<file path="src/rtl/piece_spawner_pkg.sv">
// Grid geometry, cell codes and FSM states shared by the piece spawner files.
package piece_spawner_pkg;
  localparam logic [7:0] NEXT_BASE   = 8'd232;
  localparam logic [7:0] NEXT_W      = 8'd3;
  localparam logic [7:0] NEXT_CELLS  = 8'd12;
  localparam logic [7:0] ROW_W       = 8'd10;
  localparam logic [7:0] FIELD_CELLS = 8'd200;
  localparam logic [7:0] SPAWN_ADDR  = 8'd4;
  localparam logic [7:0] EMPTY_CELL  = 8'd0;
  localparam int         N_CELLS     = 4;

  typedef enum logic [2:0] {
    ST_IDLE,
    ST_CHECK,
    ST_EVAL,
    ST_COPY,
    ST_CLEAR,
    ST_DONE
  } state_t;

  function automatic logic next_in_range(input logic [7:0] a);
    return (a >= NEXT_BASE) && (a <= NEXT_BASE + NEXT_CELLS - 8'd1);
  endfunction
endpackage

</file>
<file path="src/rtl/piece_spawner_if.sv">
// Spawn request/result signals plus the grid memory port; slave is the spawner side.
interface piece_spawner_if;
  logic       start;
  logic [7:0] src_addr_1;
  logic [7:0] src_addr_2;
  logic [7:0] src_addr_3;
  logic [7:0] src_addr_4;
  logic [7:0] rd_data;
  logic       busy;
  logic       done;
  logic       game_over;
  logic       err;
  logic       we;
  logic [7:0] addr;
  logic [7:0] data;
  logic [7:0] active_addr_1;
  logic [7:0] active_addr_2;
  logic [7:0] active_addr_3;
  logic [7:0] active_addr_4;

  modport master (
    output start, src_addr_1, src_addr_2, src_addr_3, src_addr_4, rd_data,
    input  busy, done, game_over, err, we, addr, data,
    input  active_addr_1, active_addr_2, active_addr_3, active_addr_4
  );

  modport slave (
    input  start, src_addr_1, src_addr_2, src_addr_3, src_addr_4, rd_data,
    output busy, done, game_over, err, we, addr, data,
    output active_addr_1, active_addr_2, active_addr_3, active_addr_4
  );
endinterface

</file>
<file path="src/rtl/spawn_addr_map.sv">
// Combinational map from a preview-region address to its spawn-area playfield address.
module spawn_addr_map
  import piece_spawner_pkg::*;
(
  input  logic [7:0] src,
  output logic [7:0] tgt,
  output logic       in_range
);
  logic [7:0] off;
  logic [7:0] row;
  logic [7:0] col;

  always_comb begin
    off      = src - NEXT_BASE;
    row      = off / NEXT_W;
    col      = off % NEXT_W;
    tgt      = SPAWN_ADDR + row * ROW_W + col;
    in_range = next_in_range(src) && (tgt < FIELD_CELLS);
  end
endmodule

</file>
<file path="src/rtl/piece_spawner.sv">
// Copies the preview piece into the spawn area after a collision check; done at cycle 18,
// or 14 when PIECE_SPAWNER_CLEAR_EN is undefined and the preview is left in place.
module piece_spawner
  import piece_spawner_pkg::*;
(
  input logic            clk,
  input logic            rst,
  piece_spawner_if.slave bus
);
  logic [7:0]         src_in [N_CELLS];
  logic [7:0]         tgt_in [N_CELLS];
  logic [N_CELLS-1:0] in_range;
  logic [7:0]         src_q  [N_CELLS];
  logic [7:0]         tgt_q  [N_CELLS];

  state_t     state, nxt_state;
  logic [1:0] idx, nxt_idx;
  logic       ph, nxt_ph;
  logic       coll, nxt_coll;
  logic       accept, reject, rd_hit;
  logic       wr_copy;

  logic       busy_d, done_d, err_d, we_d, wr_copy_d, game_over_d, act_upd;
  logic [7:0] addr_d;

  assign src_in[0] = bus.src_addr_1;
  assign src_in[1] = bus.src_addr_2;
  assign src_in[2] = bus.src_addr_3;
  assign src_in[3] = bus.src_addr_4;

  for (genvar i = 0; i < N_CELLS; i++) begin : g_map
    spawn_addr_map u_map (
      .src      (src_in[i]),
      .tgt      (tgt_in[i]),
      .in_range (in_range[i])
    );
  end

  assign rd_hit = (bus.rd_data != EMPTY_CELL);
  assign accept = (state == ST_IDLE) && bus.start && !bus.game_over && (&in_range);
  assign reject = (state == ST_IDLE) && bus.start && !bus.game_over && !(&in_range);

  // The copy write forwards the cell read one cycle earlier straight from the memory port.
  assign bus.data = wr_copy ? bus.rd_data : EMPTY_CELL;

  always_ff @(posedge clk or posedge rst) begin
    if (rst) begin
      state             <= ST_IDLE;
      idx               <= 2'd0;
      ph                <= 1'b0;
      coll              <= 1'b0;
      wr_copy           <= 1'b0;
      bus.busy          <= 1'b0;
      bus.done          <= 1'b0;
      bus.err           <= 1'b0;
      bus.we            <= 1'b0;
      bus.addr          <= 8'd0;
      bus.game_over     <= 1'b0;
      bus.active_addr_1 <= 8'd0;
      bus.active_addr_2 <= 8'd0;
      bus.active_addr_3 <= 8'd0;
      bus.active_addr_4 <= 8'd0;
      for (int i = 0; i < N_CELLS; i++) begin
        src_q[i] <= 8'd0;
        tgt_q[i] <= 8'd0;
      end
    end else begin
      state         <= nxt_state;
      idx           <= nxt_idx;
      ph            <= nxt_ph;
      coll          <= nxt_coll;
      wr_copy       <= wr_copy_d;
      bus.busy      <= busy_d;
      bus.done      <= done_d;
      bus.err       <= err_d;
      bus.we        <= we_d;
      bus.addr      <= addr_d;
      bus.game_over <= game_over_d;
      if (accept) begin
        for (int i = 0; i < N_CELLS; i++) begin
          src_q[i] <= src_in[i];
          tgt_q[i] <= tgt_in[i];
        end
      end
      if (act_upd) begin
        bus.active_addr_1 <= tgt_q[0];
        bus.active_addr_2 <= tgt_q[1];
        bus.active_addr_3 <= tgt_q[2];
        bus.active_addr_4 <= tgt_q[3];
      end
    end
  end

  always_comb begin
    nxt_state = state;
    nxt_idx   = idx;
    nxt_ph    = ph;
    nxt_coll  = coll;
    case (state)
      ST_IDLE: begin
        if (accept) begin
          nxt_state = ST_CHECK;
          nxt_idx   = 2'd0;
          nxt_coll  = 1'b0;
        end
      end
      ST_CHECK: begin
        // rd_data trails addr by one cycle, so idx k sees the value of target k-1.
        if ((idx != 2'd0) && rd_hit) nxt_coll = 1'b1;
        nxt_idx = idx + 2'd1;
        if (idx == 2'd3) nxt_state = ST_EVAL;
      end
      ST_EVAL: begin
        nxt_idx   = 2'd0;
        nxt_ph    = 1'b0;
        nxt_coll  = coll || rd_hit;
        nxt_state = (coll || rd_hit) ? ST_DONE : ST_COPY;
      end
      ST_COPY: begin
        nxt_ph = !ph;
        if (ph) begin
          nxt_idx = idx + 2'd1;
          if (idx == 2'd3) begin
`ifdef PIECE_SPAWNER_CLEAR_EN
            nxt_state = ST_CLEAR;
`else
            nxt_state = ST_DONE;
`endif
          end
        end
      end
      ST_CLEAR: begin
        nxt_idx = idx + 2'd1;
        if (idx == 2'd3) nxt_state = ST_DONE;
      end
      ST_DONE:  nxt_state = ST_IDLE;
      default:  nxt_state = ST_IDLE;
    endcase
  end

  always_comb begin
    busy_d      = 1'b0;
    done_d      = 1'b0;
    we_d        = 1'b0;
    wr_copy_d   = 1'b0;
    addr_d      = 8'd0;
    err_d       = reject;
    game_over_d = bus.game_over || ((state == ST_EVAL) && (nxt_state == ST_DONE));
    act_upd     = (nxt_state == ST_DONE) && (state != ST_EVAL);
    case (nxt_state)
      ST_CHECK: begin
        busy_d = 1'b1;
        addr_d = accept ? tgt_in[0] : tgt_q[nxt_idx];
      end
      ST_EVAL:  busy_d = 1'b1;
      ST_COPY: begin
        busy_d    = 1'b1;
        we_d      = nxt_ph;
        wr_copy_d = nxt_ph;
        addr_d    = nxt_ph ? tgt_q[nxt_idx] : src_q[nxt_idx];
      end
      ST_CLEAR: begin
        busy_d = 1'b1;
        we_d   = 1'b1;
        addr_d = src_q[nxt_idx];
      end
      ST_DONE:  done_d = 1'b1;
      default:  ;
    endcase
  end
endmodule

</file>
<file path="src/flat_wrapper.sv">
// flat-port wrapper written by rule: the top's interface ports become plain ports
module piece_spawner_flat import piece_spawner_pkg::*;
  (clk, rst, bus_start, bus_src_addr_1, bus_src_addr_2, bus_src_addr_3, bus_src_addr_4, bus_rd_data, bus_busy, bus_done, bus_game_over, bus_err, bus_we, bus_addr, bus_data, bus_active_addr_1, bus_active_addr_2, bus_active_addr_3, bus_active_addr_4);
  piece_spawner_if bus_i ();
  input logic clk;
  input logic rst;
  input wire logic [$bits(bus_i.start)-1:0] bus_start;
  input wire logic [$bits(bus_i.src_addr_1)-1:0] bus_src_addr_1;
  input wire logic [$bits(bus_i.src_addr_2)-1:0] bus_src_addr_2;
  input wire logic [$bits(bus_i.src_addr_3)-1:0] bus_src_addr_3;
  input wire logic [$bits(bus_i.src_addr_4)-1:0] bus_src_addr_4;
  input wire logic [$bits(bus_i.rd_data)-1:0] bus_rd_data;
  output wire logic [$bits(bus_i.busy)-1:0] bus_busy;
  output wire logic [$bits(bus_i.done)-1:0] bus_done;
  output wire logic [$bits(bus_i.game_over)-1:0] bus_game_over;
  output wire logic [$bits(bus_i.err)-1:0] bus_err;
  output wire logic [$bits(bus_i.we)-1:0] bus_we;
  output wire logic [$bits(bus_i.addr)-1:0] bus_addr;
  output wire logic [$bits(bus_i.data)-1:0] bus_data;
  output wire logic [$bits(bus_i.active_addr_1)-1:0] bus_active_addr_1;
  output wire logic [$bits(bus_i.active_addr_2)-1:0] bus_active_addr_2;
  output wire logic [$bits(bus_i.active_addr_3)-1:0] bus_active_addr_3;
  output wire logic [$bits(bus_i.active_addr_4)-1:0] bus_active_addr_4;
  assign bus_i.start = bus_start;
  assign bus_i.src_addr_1 = bus_src_addr_1;
  assign bus_i.src_addr_2 = bus_src_addr_2;
  assign bus_i.src_addr_3 = bus_src_addr_3;
  assign bus_i.src_addr_4 = bus_src_addr_4;
  assign bus_i.rd_data = bus_rd_data;
  assign bus_busy = bus_i.busy;
  assign bus_done = bus_i.done;
  assign bus_game_over = bus_i.game_over;
  assign bus_err = bus_i.err;
  assign bus_we = bus_i.we;
  assign bus_addr = bus_i.addr;
  assign bus_data = bus_i.data;
  assign bus_active_addr_1 = bus_i.active_addr_1;
  assign bus_active_addr_2 = bus_i.active_addr_2;
  assign bus_active_addr_3 = bus_i.active_addr_3;
  assign bus_active_addr_4 = bus_i.active_addr_4;
  piece_spawner u_core (.clk(clk), .rst(rst), .bus(bus_i));
endmodule
</file>
<file path="config.mk">
export PLATFORM = sky130hd
export DESIGN_NAME = piece_spawner_flat
export DESIGN_NICKNAME = d
export VERILOG_FILES = /design/src/rtl/piece_spawner_pkg.sv /design/src/rtl/piece_spawner_if.sv /design/src/rtl/spawn_addr_map.sv /design/src/rtl/piece_spawner.sv /design/src/flat_wrapper.sv
export SDC_FILE = /design/constraint.sdc
export NUM_CORES = 1
export LEC_CHECK = 0
export BUFFER_PORTS_ARGS = -buffer_cell sky130_fd_sc_hd__clkbuf_2
export CAP_MARGIN = 5
export CORE_MARGIN = 2
export CORE_UTILIZATION = 40
export DETAILED_ROUTE_END_ITERATION = 12
export PLACE_DENSITY = 0.62
export SYNTH_ARGS = -nofsm -noshare
export SYNTH_HDL_FRONTEND = slang
export SYNTH_SLANG_ARGS = --single-unit
</file>
<file path="constraint.sdc">
create_clock -name clk -period 4 [get_ports clk]
set_input_delay 0.2 -clock clk [delete_from_list [all_inputs] [get_ports clk]]
set_output_delay 0.2 -clock clk [all_outputs]
set_load 0.01 [all_outputs]
</file>
==> results of run 1 <==
[how the worst max path moves through the flow]
stage	endpoint	depth (start not counted)	slack (ns)	from
detailed placement	u_core.bus.addr[4]	37	-3.37	bus_src_addr_3[3]
finish	u_core.bus.addr[5]	37	-2.88	bus_src_addr_2[3]
CTS	u_core.bus.addr[4]	37	-2.65	bus_src_addr_2[3]
global route	u_core.bus.addr[5]	35	-3.10	bus_src_addr_2[4]
floorplan	u_core.bus.addr[0]	37	-3.07	bus_src_addr_2[3]
global placement	u_core.bus.addr[0]	37	-3.11	bus_src_addr_3[3]
[stage by stage]
stage	hold WS (ns)	cell area, um^2	total power, mW
after floorplan	0.416	11600	4.52
after global placement	0.436	14700	6.71
after detailed placement	0.442	14700	6.78
after CTS	0.00198	16400	8.90
after global routing	0.0483	16900	10.1
final	-0.0411	16900	9.48
[critical path, delay by kind of cell]
kind,cells,cell delay [ns]
and+or+nand+nor,11,2.19
AOI/OAI and AO/OA,8,1.59
adders and majority gates,7,1.54
buffers and inverters,6,0.72
xor gates and xnor gates,4,0.60
muxes,1,0.30
[what timing repair did]
item | CTS | global route
pin swaps | 41 | 59
buffers inserted | 41 | 24
cloned | 13 | 0
resized for setup | 135 | 106
endpoints found under the setup margin | 78 | 78
[cells in the final DEF, fill, tap and decap left out, types with 24 or more instances in the layout]
| cell | Yosys | layout |
|---|---|---|
| clkbuf_2 | 0 | 93 |
| mux2_2 | 65 | 62 |
| a21oi_1 | 62 | 55 |
| ha_1 | 90 | 67 |
| nand2_1 | 110 | 91 |
| o21ai_0 | 72 | 39 |
| nor2_1 | 92 | 80 |
| a21o_1 | 24 | 24 |
| inv_1 | 77 | 63 |
| xnor2_1 | 38 | 36 |
| nand3_1 | 31 | 27 |
| buf_4 | 0 | 367 |
| dfrtp_1 | 117 | 117 |
[registers in the layout, indices dropped and copies added (netlist names), 2 cells and up]
register / count
u_core.src_q: 32
u_core.tgt_q: 32
u_core.bus.active_addr_1: 8
u_core.bus.active_addr_2: 8
u_core.bus.active_addr_3: 8
u_core.bus.active_addr_4: 8
u_core.bus.addr: 8
u_core.state: 3
u_core.idx: 2
[metal layers]
| metal | vias up | wire length, um | global-route usage |
|---|---|---|---|
| li1 | 5597 | - | - |
| met1 | 5577 | 15800 | 0.306 |
| met2 | 325 | 17700 | 0.420 |
| met3 | 74 | 1370 | 0.0310 |
| met4 | 0 | 991 | 0.0718 |
| met5 | - | 0 | 0 |
[power by group]
group          internal, mW  total [mW]  switching (mW)
registers              1.23        1.28          0.0535
logic                  3.42        6.63            3.21
clock network         0.997        1.57           0.573
[kinds of logic (layout without fill, tap and decap cells)]
| logic type | count (synthesis) | count (layout) | synth area share |
|---|---|---|---|
| AND/OR/NAND/NOR | 420 | 421 | 0.194 |
| XOR/XNOR | 57 | 57 | 0.0460 |
| adder cells (fa/ha/maj) | 99 | 99 | 0.116 |
| AO/OA/AOI/OAI | 346 | 346 | 0.227 |
| multiplexers | 97 | 97 | 0.0944 |
| buffers and inverters | 158 | 615 | 0.0602 |
| flip-flops | 117 | 117 | 0.262 |
[cell type report]
cell class | instances | share of cell area
tap | 378 | 0.0280
sequential | 117 | 0.173
inverter | 78 | 0.0186
multi-input combinational | 1020 | 0.510
timing repair buffer | 505 | 0.235
clock inverter | 11 | 0.00897
clock buffer | 21 | 0.0267
==> results by group, run 1 <==
Status
  • Result of the run: finished, violations left
  • Violations in the final reports: hold timing, setup timing

Setup path
  • Worst path required time: 4.29 ns
  • Beginning of the worst register-to-register path: u_core.state[0]
  • RR Endpoint: u_core.bus.addr[5]
  • Max incr delay on CP: 0.50 ns
  • Reg-to-reg slack, setup: 0.59 ns
  • Crit Path Max Fanout: 10
  • Worst r2r path cells: 10
  • Crit path DAT: 7.17 ns
  • Element type at the critical path end: register
  • Slowest CP cell: or4_4
  • Most used cell along the critical path: ha_4
  • Setup CP Type: input pin to register
  • Critical path startpoint category: input pin

Place
  • Worst slack after detailed placement: -3.37 ns
  • HPWL after detailed placement: 25100 um
  • Quantity of I/O buffers inserted on ports: 95
  • Weighted congestion at the end of routability-driven global placement: 0.949
  • Number of cells in the design after placement: 2028

Global routing
  • Pin count of the biggest net entering global routing: 75
  • First-pass GRT wire length: 56800 um
  • Overflow after GRT: 0
  • Total Routing Usage GR: 0.239
  • Antenna violations before repair: 0
  • Number of global-route vias before repair: 11.5k

Synth
  • Post-synth net total: 1435
  • Post-synth top area share: 0.262
  • Synth cell count leaders: 117 x dfrtp_1, 110 x nand2_1, 92 x nor2_1
  • Dominant cells by area after synthesis: dfrtp_1 26%, ha_1 10%, mux2_2 6.6%
  • Number of warning messages in the yosys log: 0
  • Leading area contributor after synthesis: dfrtp_1
  • Synthesis-stage register bit count: 117
  • Most numerous cell in the Yosys netlist: dfrtp_1
  • Asr flop ratio synth: 1.00
  • Average cell area after synthesis: 8.63 um^2
  • Mapped Cells: 1294
  • Number of enable flip-flop cells after synthesis: 0
  • Number of different library cells in the post-synthesis netlist: 106
  • Total standard cell area after synthesis: 11200 um^2
  • Seq/Total Area, Yosys: 0.262
  • Synth Flop Type: dfrtp_1

Timing
  • Slew @ Worst Pin: 1.17 ns
  • Final slew viol count: 0
  • Sum of negative setup slack: -202.30 ns
  • Final count of negative-setup-slack endpoints: 78
  • Share of the clock period used by the worst path after layout: 1.72
  • Setup repair after global routing missed its margin: yes
  • Slew HR: 0.198
  • Setup WS post-layout: -2.88 ns
  • Final number of hold-violating endpoints: 71
  • Fin Clk Skew: 0.0124 ns
  • Worst hold margin: -0.0411 ns
  • Fmax: 145 MHz
  • Final critical-path required period: 6.88 ns

Drt
  • Pre-antenna DRT Iters: 5
  • Residual antenna-violating net count after detailed routing: 0
  • Average wire length per cell after detail routing: 16.9 um
  • Remaining DRCs: 0
  • Drt first-iter violations: 706
  • Count of vias placed by the detailed router: 11.6k
  • Routed vias/inst: 5.43
  • Routed wire length: 35900 um

Die
  • Top-level port count: 96
  • Core Area: 27600 um^2
  • Die height: 171 um
  • Number of rows created at floorplan: 61
  • Starting Density: 0.404
  • Full die area: 29300 um^2
  • Horiz. Die Dim: 171 um

Clock network
  • Clock tree from TritonCTS: done
  • Clock slew seen by the registers of the worst setup and hold paths: 0.06 ns
  • TritonCTS Sinks: 117
  • Number of levels in the clock H-tree: 4
  • Clock insertion delay at the later pin of the skew report: 0.43 ns
  • Number of buffers created by CTS: 17
  • Quantity of hold-fixing buffers added after cts: 0
  • Clock buffer depth: 2
  • Root cell of the clock tree: clkbuf_16

Final layout
  • Share of final-layout standard cells stronger than drive strength 1: 0.467
  • ANT cells: 0
  • Area occupied by multi-input gates: 8600 um^2
  • Post-route core utilization: 0.611
  • Post-route insts no fill: 2130
  • Area added between synthesis and finish: 51.1%
  • Number of nets in the layout: 1880
  • Storage element area: 2930 um^2
  • Layout fillers: 2273

Power
  • P_leak: 8.17 nW
  • Pwr per Cell Area: 562 nW/um^2
  • Peak ir drop on the vdd network: 397 uV

Worst hold path
  • Worst min-delay path category: input pin to asynchronous set/reset pin

Job
  • Maxcap violations: 0
(Power assumes the default switching activity.)
==> run 2: changes to the inputs <==
==> constraint.sdc (replaced) <==
create_clock -name clk -period 4 [get_ports clk]
set_input_delay 0.8 -clock clk [delete_from_list [all_inputs] [get_ports clk]]
set_output_delay 0.8 -clock clk [all_outputs]
set_load 0.01 [all_outputs]
==> results by group, run 2 (synthesized netlist as in run 1, its figures left out) <==
Place
  • Worst slack after detailed placement: -3.99 ns (was -3.37 ns)
  • Placed cell area: 14600 um^2 (was 14700 um^2)
  • Weighted congestion at the end of routability-driven global placement: 0.912 (was 0.949)
  • Quantity of I/O buffers inserted on ports: 95 (unchanged)
  • Number of cells in the design after placement: 2014 (was 2028)
  • HPWL after detailed placement: 24700 um (was 25100 um)

Drt
  • Remaining DRCs: 0 (unchanged)
  • Average wire length per cell after detail routing: 16.5 um (was 16.9 um)
  • Pre-antenna DRT Iters: 5 (unchanged)
  • Routed wire length: 35000 um (was 35900 um)
  • Routed vias/inst: 5.43 (about the same)
  • Drt first-iter violations: 701 (was 706)
  • Residual antenna-violating net count after detailed routing: 0 (unchanged)
  • Count of vias placed by the detailed router: 11.5k (was 11.6k)

Clock network
  • Number of levels in the clock H-tree: 4 (unchanged)
  • Clock tree from TritonCTS: done (unchanged)
  • Root cell of the clock tree: clkbuf_16 (unchanged)
  • TritonCTS Sinks: 117 (unchanged)
  • Number of buffers created by CTS: 17 (unchanged)
  • Clock slew seen by the registers of the worst setup and hold paths: 0.05 ns (was 0.06 ns)
  • Clock insertion delay at the later pin of the skew report: 0.41 ns (was 0.43 ns)
  • Clock buffer depth: 2 (unchanged)

Die
  • Full die area: 29300 um^2 (unchanged)
  • Die height: 171 um (unchanged)
  • Horiz. Die Dim: 171 um (unchanged)
  • Top-level port count: 96 (unchanged)
  • Number of rows created at floorplan: 61 (unchanged)
  • Starting Density: 0.404 (unchanged)
  • Core Area: 27600 um^2 (unchanged)

Power
  • Switching fraction of total power: 0.402 (was 0.405)
  • Sequential fraction of design power: 0.137 (was 0.135)
  • Net switching power of the design: 3.76 mW (was 3.84 mW)
  • Part of the power in the clock network: 0.165 (was 0.166)
  • P_leak: 8.11 nW (was 8.17 nW)
  • Combinational group share of total power: 0.697 (was 0.699)
  • Peak ir drop on the vdd network: 342 uV (was 397 uV)
  • Pwr per Cell Area: 554 nW/um^2 (was 562 nW/um^2)
  • Internal power summed over all cells: 5.59 mW (was 5.64 mW)

Timing
  • Slew @ Worst Pin: 1.06 ns (was 1.17 ns)
  • Setup repair after global routing missed its margin: yes (unchanged)
  • Final number of hold-violating endpoints: 0 (was 71)
  • Worst hold margin: 0.488 ns (was -0.0411 ns)
  • Final critical-path required period: 7.41 ns (was 6.88 ns)
  • Fin Clk Skew: 0.00663 ns (was 0.0124 ns)
  • Slew HR: 0.293 (was 0.198)
  • Final count of negative-setup-slack endpoints: 78 (unchanged)
  • Setup WS post-layout: -3.41 ns (was -2.88 ns)
  • Final slew viol count: 0 (unchanged)
  • Fmax: 135 MHz (was 145 MHz)
  • Share of the clock period used by the worst path after layout: 1.85 (was 1.72)

Status
  • Violations in the final reports: setup timing (was hold timing, setup timing)
  • Result of the run: finished, violations left (unchanged)

Final layout
  • Post-route core utilization: 0.610 (was 0.611)
  • ANT cells: 0 (unchanged)
  • Largest registers in the final layout: u_core.src_q: 32 flops, u_core.tgt_q: 32 flops (unchanged)
  • Most common library cell in the layout ignoring fill and taps: buf_4 (unchanged)
  • Share of final-layout standard cells stronger than drive strength 1: 0.474 (was 0.467)
  • Post-route cell area: 16900 um^2 (about the same)
  • Number of nets in the layout: 1867 (was 1880)
  • Most used cells in the layout excluding fill and tap cells: 358 x buf_4, 117 x dfrtp_1, 93 x clkbuf_2, 87 x nand2_1, 81 x nor2_1 (was 367 x buf_4, 117 x dfrtp_1, 93 x clkbuf_2, 91 x nand2_1, 80 x nor2_1)
  • Post-route insts no fill: 2115 (was 2130)
  • Area added between synthesis and finish: 50.9% (was 51.1%)

Setup path
  • Element type at the critical path end: register (unchanged)
  • Max incr delay on CP: 0.51 ns (was 0.50 ns)
  • Beginning of the worst register-to-register path: u_core.state[0] (unchanged)
  • Crit Path Max Fanout: 7 (was 10)
  • Slowest CP cell: or4_4 (unchanged)
  • Critical Path Start: bus_src_addr_2[3] (unchanged)
  • Critical path startpoint category: input pin (unchanged)
  • Worst path required time: 4.28 ns (was 4.29 ns)
  • Setup CP Type: input pin to register (unchanged)
  • Crit path DAT: 7.68 ns (was 7.17 ns)
  • Reg-to-reg slack, setup: 0.70 ns (was 0.59 ns)

Global routing
  • First-pass GRT wire length: 56000 um (was 56800 um)
  • Total Routing Usage GR: 0.236 (was 0.239)
  • Number of global-route vias before repair: 11.3k (was 11.5k)
  • Antenna violations before repair: 0 (unchanged)
  • Overflow after GRT: 0 (unchanged)
  • Pin count of the biggest net entering global routing: 86 (was 75)

Worst hold path
  • Worst min-delay path category: register to register (was input pin to asynchronous set/reset pin)
  • Startpoint of the lowest-slack hold path: u_core.coll

Job
  • Maxcap violations: 0 (unchanged)
[run 2: path summary, 6_finish.rpt]
kind	endpoint	cells after the start
max in group asynchronous	u_core.src_q[28]	3
max reg2reg	u_core.bus.addr[4]	11
min reg2reg	u_core.coll	1
min in group asynchronous	u_core.bus.active_addr_3[7]	2
max	u_core.bus.addr[0]	36
min	u_core.coll	1
[run 2: routing by layer]
layer,track usage,part of all wire,up-vias
met5,0,0,-
met4,0.0737,0.024,0
met3,0.0308,0.040,70
met2,0.415,0.49,279
met1,0.301,0.44,5535
li1,-,-,5591
[run 2: worst max-delay path, delay by kind of cell]
| family | cells | cell delay (ns) |
|---|---|---|
| buffers and inverters | 6 | 0.71 |
| multiplexers | 2 | 0.44 |
| XOR/XNOR | 4 | 0.66 |
| adder cells (fa/ha/maj) | 7 | 1.60 |
| AO/OA/AOI/OAI | 8 | 1.40 |
| AND/OR/NAND/NOR | 9 | 2.06 |
[run 2: final cells by class]
cell class | instances | area (um^2)
fillers | 2319 | 10800
flip-flops and latches | 117 | 2930
multi-input cells | 1020 | 8690
clock buffers | 21 | 460
repair buffers | 492 | 3870
clock inverters | 9 | 129
well taps | 378 | 473
inverters | 78 | 314
[run 2: power by group through the flow]
stage	Clock [mW]	Sequential, mW	Combinational (mW)
global placement	0	1.30	5.38
detailed placement	0	1.30	5.45
global route	1.61	1.29	7.04
floorplan	0	1.28	3.24
CTS	1.54	1.28	6.16
finish	1.55	1.28	6.52
[run 2: timing repair]
item / CTS / global route
resized for setup: 159 / 97
gates cloned: 13 / 1
hold buffers: 0 / 0
pin swaps: 62 / 53
buffers inserted: 47 / 24
endpoints found under the setup margin: 78 / 78
[run 2: stage by stage]
step / TNS, ns / total power, mW
global placement: -271.89 / 6.67
global route: -261.87 / 9.94
CTS: -232.44 / 8.98
floorplan: -271.16 / 4.52
detailed placement: -281.63 / 6.75
finish: -246.86 / 9.34
==> run 3: changes to the inputs <==
CORE_UTILIZATION = 47   (was 40)
PLACE_DENSITY = 0.7   (was 0.62)
==> results by group, run 3 (synthesized netlist as in run 1, its figures left out) <==
Status
  • Result of the run: finished, violations left (unchanged)
  • Violations in the final reports: setup timing (unchanged)

Power
  • Net switching power of the design: 4.31 mW (was 3.76 mW)
  • Sequential fraction of design power: 0.127 (was 0.137)
  • Part of the power in the clock network: 0.146 (was 0.165)
  • Internal power summed over all cells: 5.70 mW (was 5.59 mW)
  • Peak ir drop on the vdd network: 424 uV (was 342 uV)
  • P_leak: 8.23 nW (was 8.11 nW)
  • Combinational group share of total power: 0.728 (was 0.697)
  • Switching fraction of total power: 0.431 (was 0.402)
  • Pwr per Cell Area: 592 nW/um^2 (was 554 nW/um^2)

Global routing
  • First-pass GRT wire length: 60900 um (was 56000 um)
  • Pin count of the biggest net entering global routing: 69 (was 86)
  • Total Routing Usage GR: 0.305 (was 0.236)
  • Number of global-route vias before repair: 12.1k (was 11.3k)
  • Antenna violations before repair: 1 (was 0)
  • Overflow after GRT: 0 (unchanged)

Final layout
  • Post-route cell area: 16900 um^2 (about the same)
  • Most used cells in the layout excluding fill and tap cells: 371 x buf_4, 117 x dfrtp_1, 94 x clkbuf_2, 89 x nand2_1, 81 x nor2_1 (was 358 x buf_4, 117 x dfrtp_1, 93 x clkbuf_2, 87 x nand2_1, 81 x nor2_1)
  • Share of final-layout standard cells stronger than drive strength 1: 0.474 (about the same)
  • Number of nets in the layout: 1885 (was 1867)
  • Layout fillers: 1587 (was 2319)
  • Largest registers in the final layout: u_core.src_q: 32 flops, u_core.tgt_q: 32 flops (unchanged)
  • Area added between synthesis and finish: 51.5% (was 50.9%)
  • Most common library cell in the layout ignoring fill and taps: buf_4 (unchanged)

Die
  • Die height: 158 um (was 171 um)
  • Top-level port count: 96 (unchanged)
  • Core Area: 23400 um^2 (was 27600 um^2)
  • Full die area: 25000 um^2 (was 29300 um^2)
  • Number of rows created at floorplan: 56 (was 61)
  • Horiz. Die Dim: 158 um (was 171 um)
  • Starting Density: 0.477 (was 0.404)

Timing
  • Final count of negative-setup-slack endpoints: 78 (unchanged)
  • Share of the clock period used by the worst path after layout: 1.95 (was 1.85)
  • Setup repair after global routing missed its margin: yes (unchanged)
  • Setup WS post-layout: -3.81 ns (was -3.41 ns)
  • Final slew viol count: 0 (unchanged)
  • Slew @ Worst Pin: 1.04 ns (was 1.06 ns)
  • Fmax: 128 MHz (was 135 MHz)
  • Final number of hold-violating endpoints: 0 (unchanged)
  • Final critical-path required period: 7.81 ns (was 7.41 ns)
  • Fin Clk Skew: 0.0121 ns (was 0.00663 ns)
  • Slew HR: 0.304 (was 0.293)

Setup path
  • Worst r2r path cells: 9 (was 11)
  • Crit Path Max Fanout: 6 (was 7)
  • Beginning of the worst register-to-register path: u_core.state[2] (was u_core.state[0])
  • RR Endpoint: u_core.bus.addr[0] (was u_core.bus.addr[4])
  • Reg-to-reg slack, setup: 0.56 ns (was 0.70 ns)
  • Worst path required time: 4.29 ns (was 4.28 ns)
  • Element type at the critical path end: register (unchanged)
  • Critical path startpoint category: input pin (unchanged)
  • Setup CP Type: input pin to register (unchanged)
  • Crit path DAT: 8.10 ns (was 7.68 ns)
  • Slowest CP cell: or4_1 (was or4_4)
  • Max incr delay on CP: 0.53 ns (was 0.51 ns)

Drt
  • Drt first-iter violations: 955 (was 701)
  • Count of vias placed by the detailed router: 12.4k (was 11.5k)
  • Residual antenna-violating net count after detailed routing: 0 (unchanged)
  • Pre-antenna DRT Iters: 5 (unchanged)
  • Remaining DRCs: 0 (unchanged)
  • Average wire length per cell after detail routing: 19.7 um (was 16.5 um)
  • Routed vias/inst: 5.97 (was 5.43)
  • Routed wire length: 41000 um (was 35000 um)

Worst hold path
  • Worst min-delay path category: register to register (unchanged)
  • Startpoint of the lowest-slack hold path: u_core.src_q[23] (was u_core.coll)
  • Worst hold endpoint: u_core.src_q[23] (was u_core.coll)
  • Cell count of the worst hold path: 1 (unchanged)

Place
  • Worst slack after detailed placement: -3.97 ns (was -3.99 ns)
  • HPWL after detailed placement: 24800 um (was 24700 um)
  • Weighted congestion at the end of routability-driven global placement: 0.913 (was 0.912)
  • Quantity of I/O buffers inserted on ports: 95 (unchanged)
  • Placed cell area: 14500 um^2 (was 14600 um^2)

Clock network
  • Quantity of hold-fixing buffers added after cts: 0 (unchanged)
  • Clock insertion delay at the later pin of the skew report: 0.43 ns (was 0.41 ns)
  • Number of buffers created by CTS: 17 (unchanged)
  • TritonCTS Sinks: 117 (unchanged)
  • Clock slew seen by the registers of the worst setup and hold paths: 0.06 ns (was 0.05 ns)
  • Number of levels in the clock H-tree: 4 (unchanged)
  • Clock buffer depth: 2 (unchanged)
  • Root cell of the clock tree: clkbuf_16 (unchanged)
  • Clock tree from TritonCTS: done (unchanged)

Job
  • Maxcap violations: 0 (unchanged)
## run 3: layout make-up
class	count	area [um^2]	share of cell area
well taps	319	399	0.0236
inverters	78	314	0.0186
repair buffers	511	4030	0.238
clock buffers	21	450	0.0266
diodes	1	2.50	0.000148
clock inverters	11	104	0.00614
multi-input cells	1019	8690	0.514
flip-flops and latches	117	2930	0.173
## run 3: per-stage QoR
step	power (mW)	std cells	util	hold WS, ns	TNS, ns
after floorplan	4.52	1294	-	0.434	-271.16
after global placement	6.65	1959	0.620	0.448	-268.27
after detailed placement	6.77	1959	0.620	0.452	-277.88
after CTS	8.89	2060	0.698	0.468	-236.38
after global routing	10.4	2076	0.723	0.499	-290.83
final	10.0	2077	0.723	0.476	-272.50
## run 3: critical path: cells and delay by family
kind / cells / cell delay (ns)
XOR/XNOR: 2 / 0.36
AO/OA/AOI/OAI: 9 / 1.86
buffers and inverters: 13 / 1.46
AND/OR/NAND/NOR: 12 / 2.42
adder cells (fa/ha/maj): 5 / 1.19
## run 3: what timing repair did
action	in CTS	in global routing
gates cloned	9	2
endpoints found under the setup margin	78	78
pin swaps	60	31
gates resized for setup	162	91
setup buffers	60	20
## run 3: worst max-delay path by stage
stage                            startpoint                 end  slack, ns  cells after the start
after CTS                 bus_src_addr_2[3]    u_core.tgt_q[25]      -3.19                     39
after global placement    bus_src_addr_2[3]  u_core.bus.addr[4]      -3.74                     36
after detailed placement  bus_src_addr_2[3]  u_core.bus.addr[5]      -3.97                     37
final                     bus_src_addr_2[3]  u_core.bus.addr[4]      -3.81                     41
after floorplan           bus_src_addr_2[3]  u_core.bus.addr[0]      -3.67                     37
after global routing      bus_src_addr_2[3]  u_core.bus.addr[7]      -3.99                     41
## run 3: layer usage
layer  GRT usage  vias up  wire (um)
li1            -     5625          -
met1       0.368     5908      15800
met2       0.527      642      19800
met3      0.0493      220       2930
met4       0.148        0       2440
met5           0        -          0
## run 3: power groups by stage
stage	sequential, mW	combinational [mW]	clock (mW)
floorplan	1.28	3.24	0
global placement	1.28	5.37	0
detailed placement	1.28	5.49	0
CTS	1.26	6.20	1.43
global route	1.27	7.65	1.50
finish	1.27	7.28	1.46
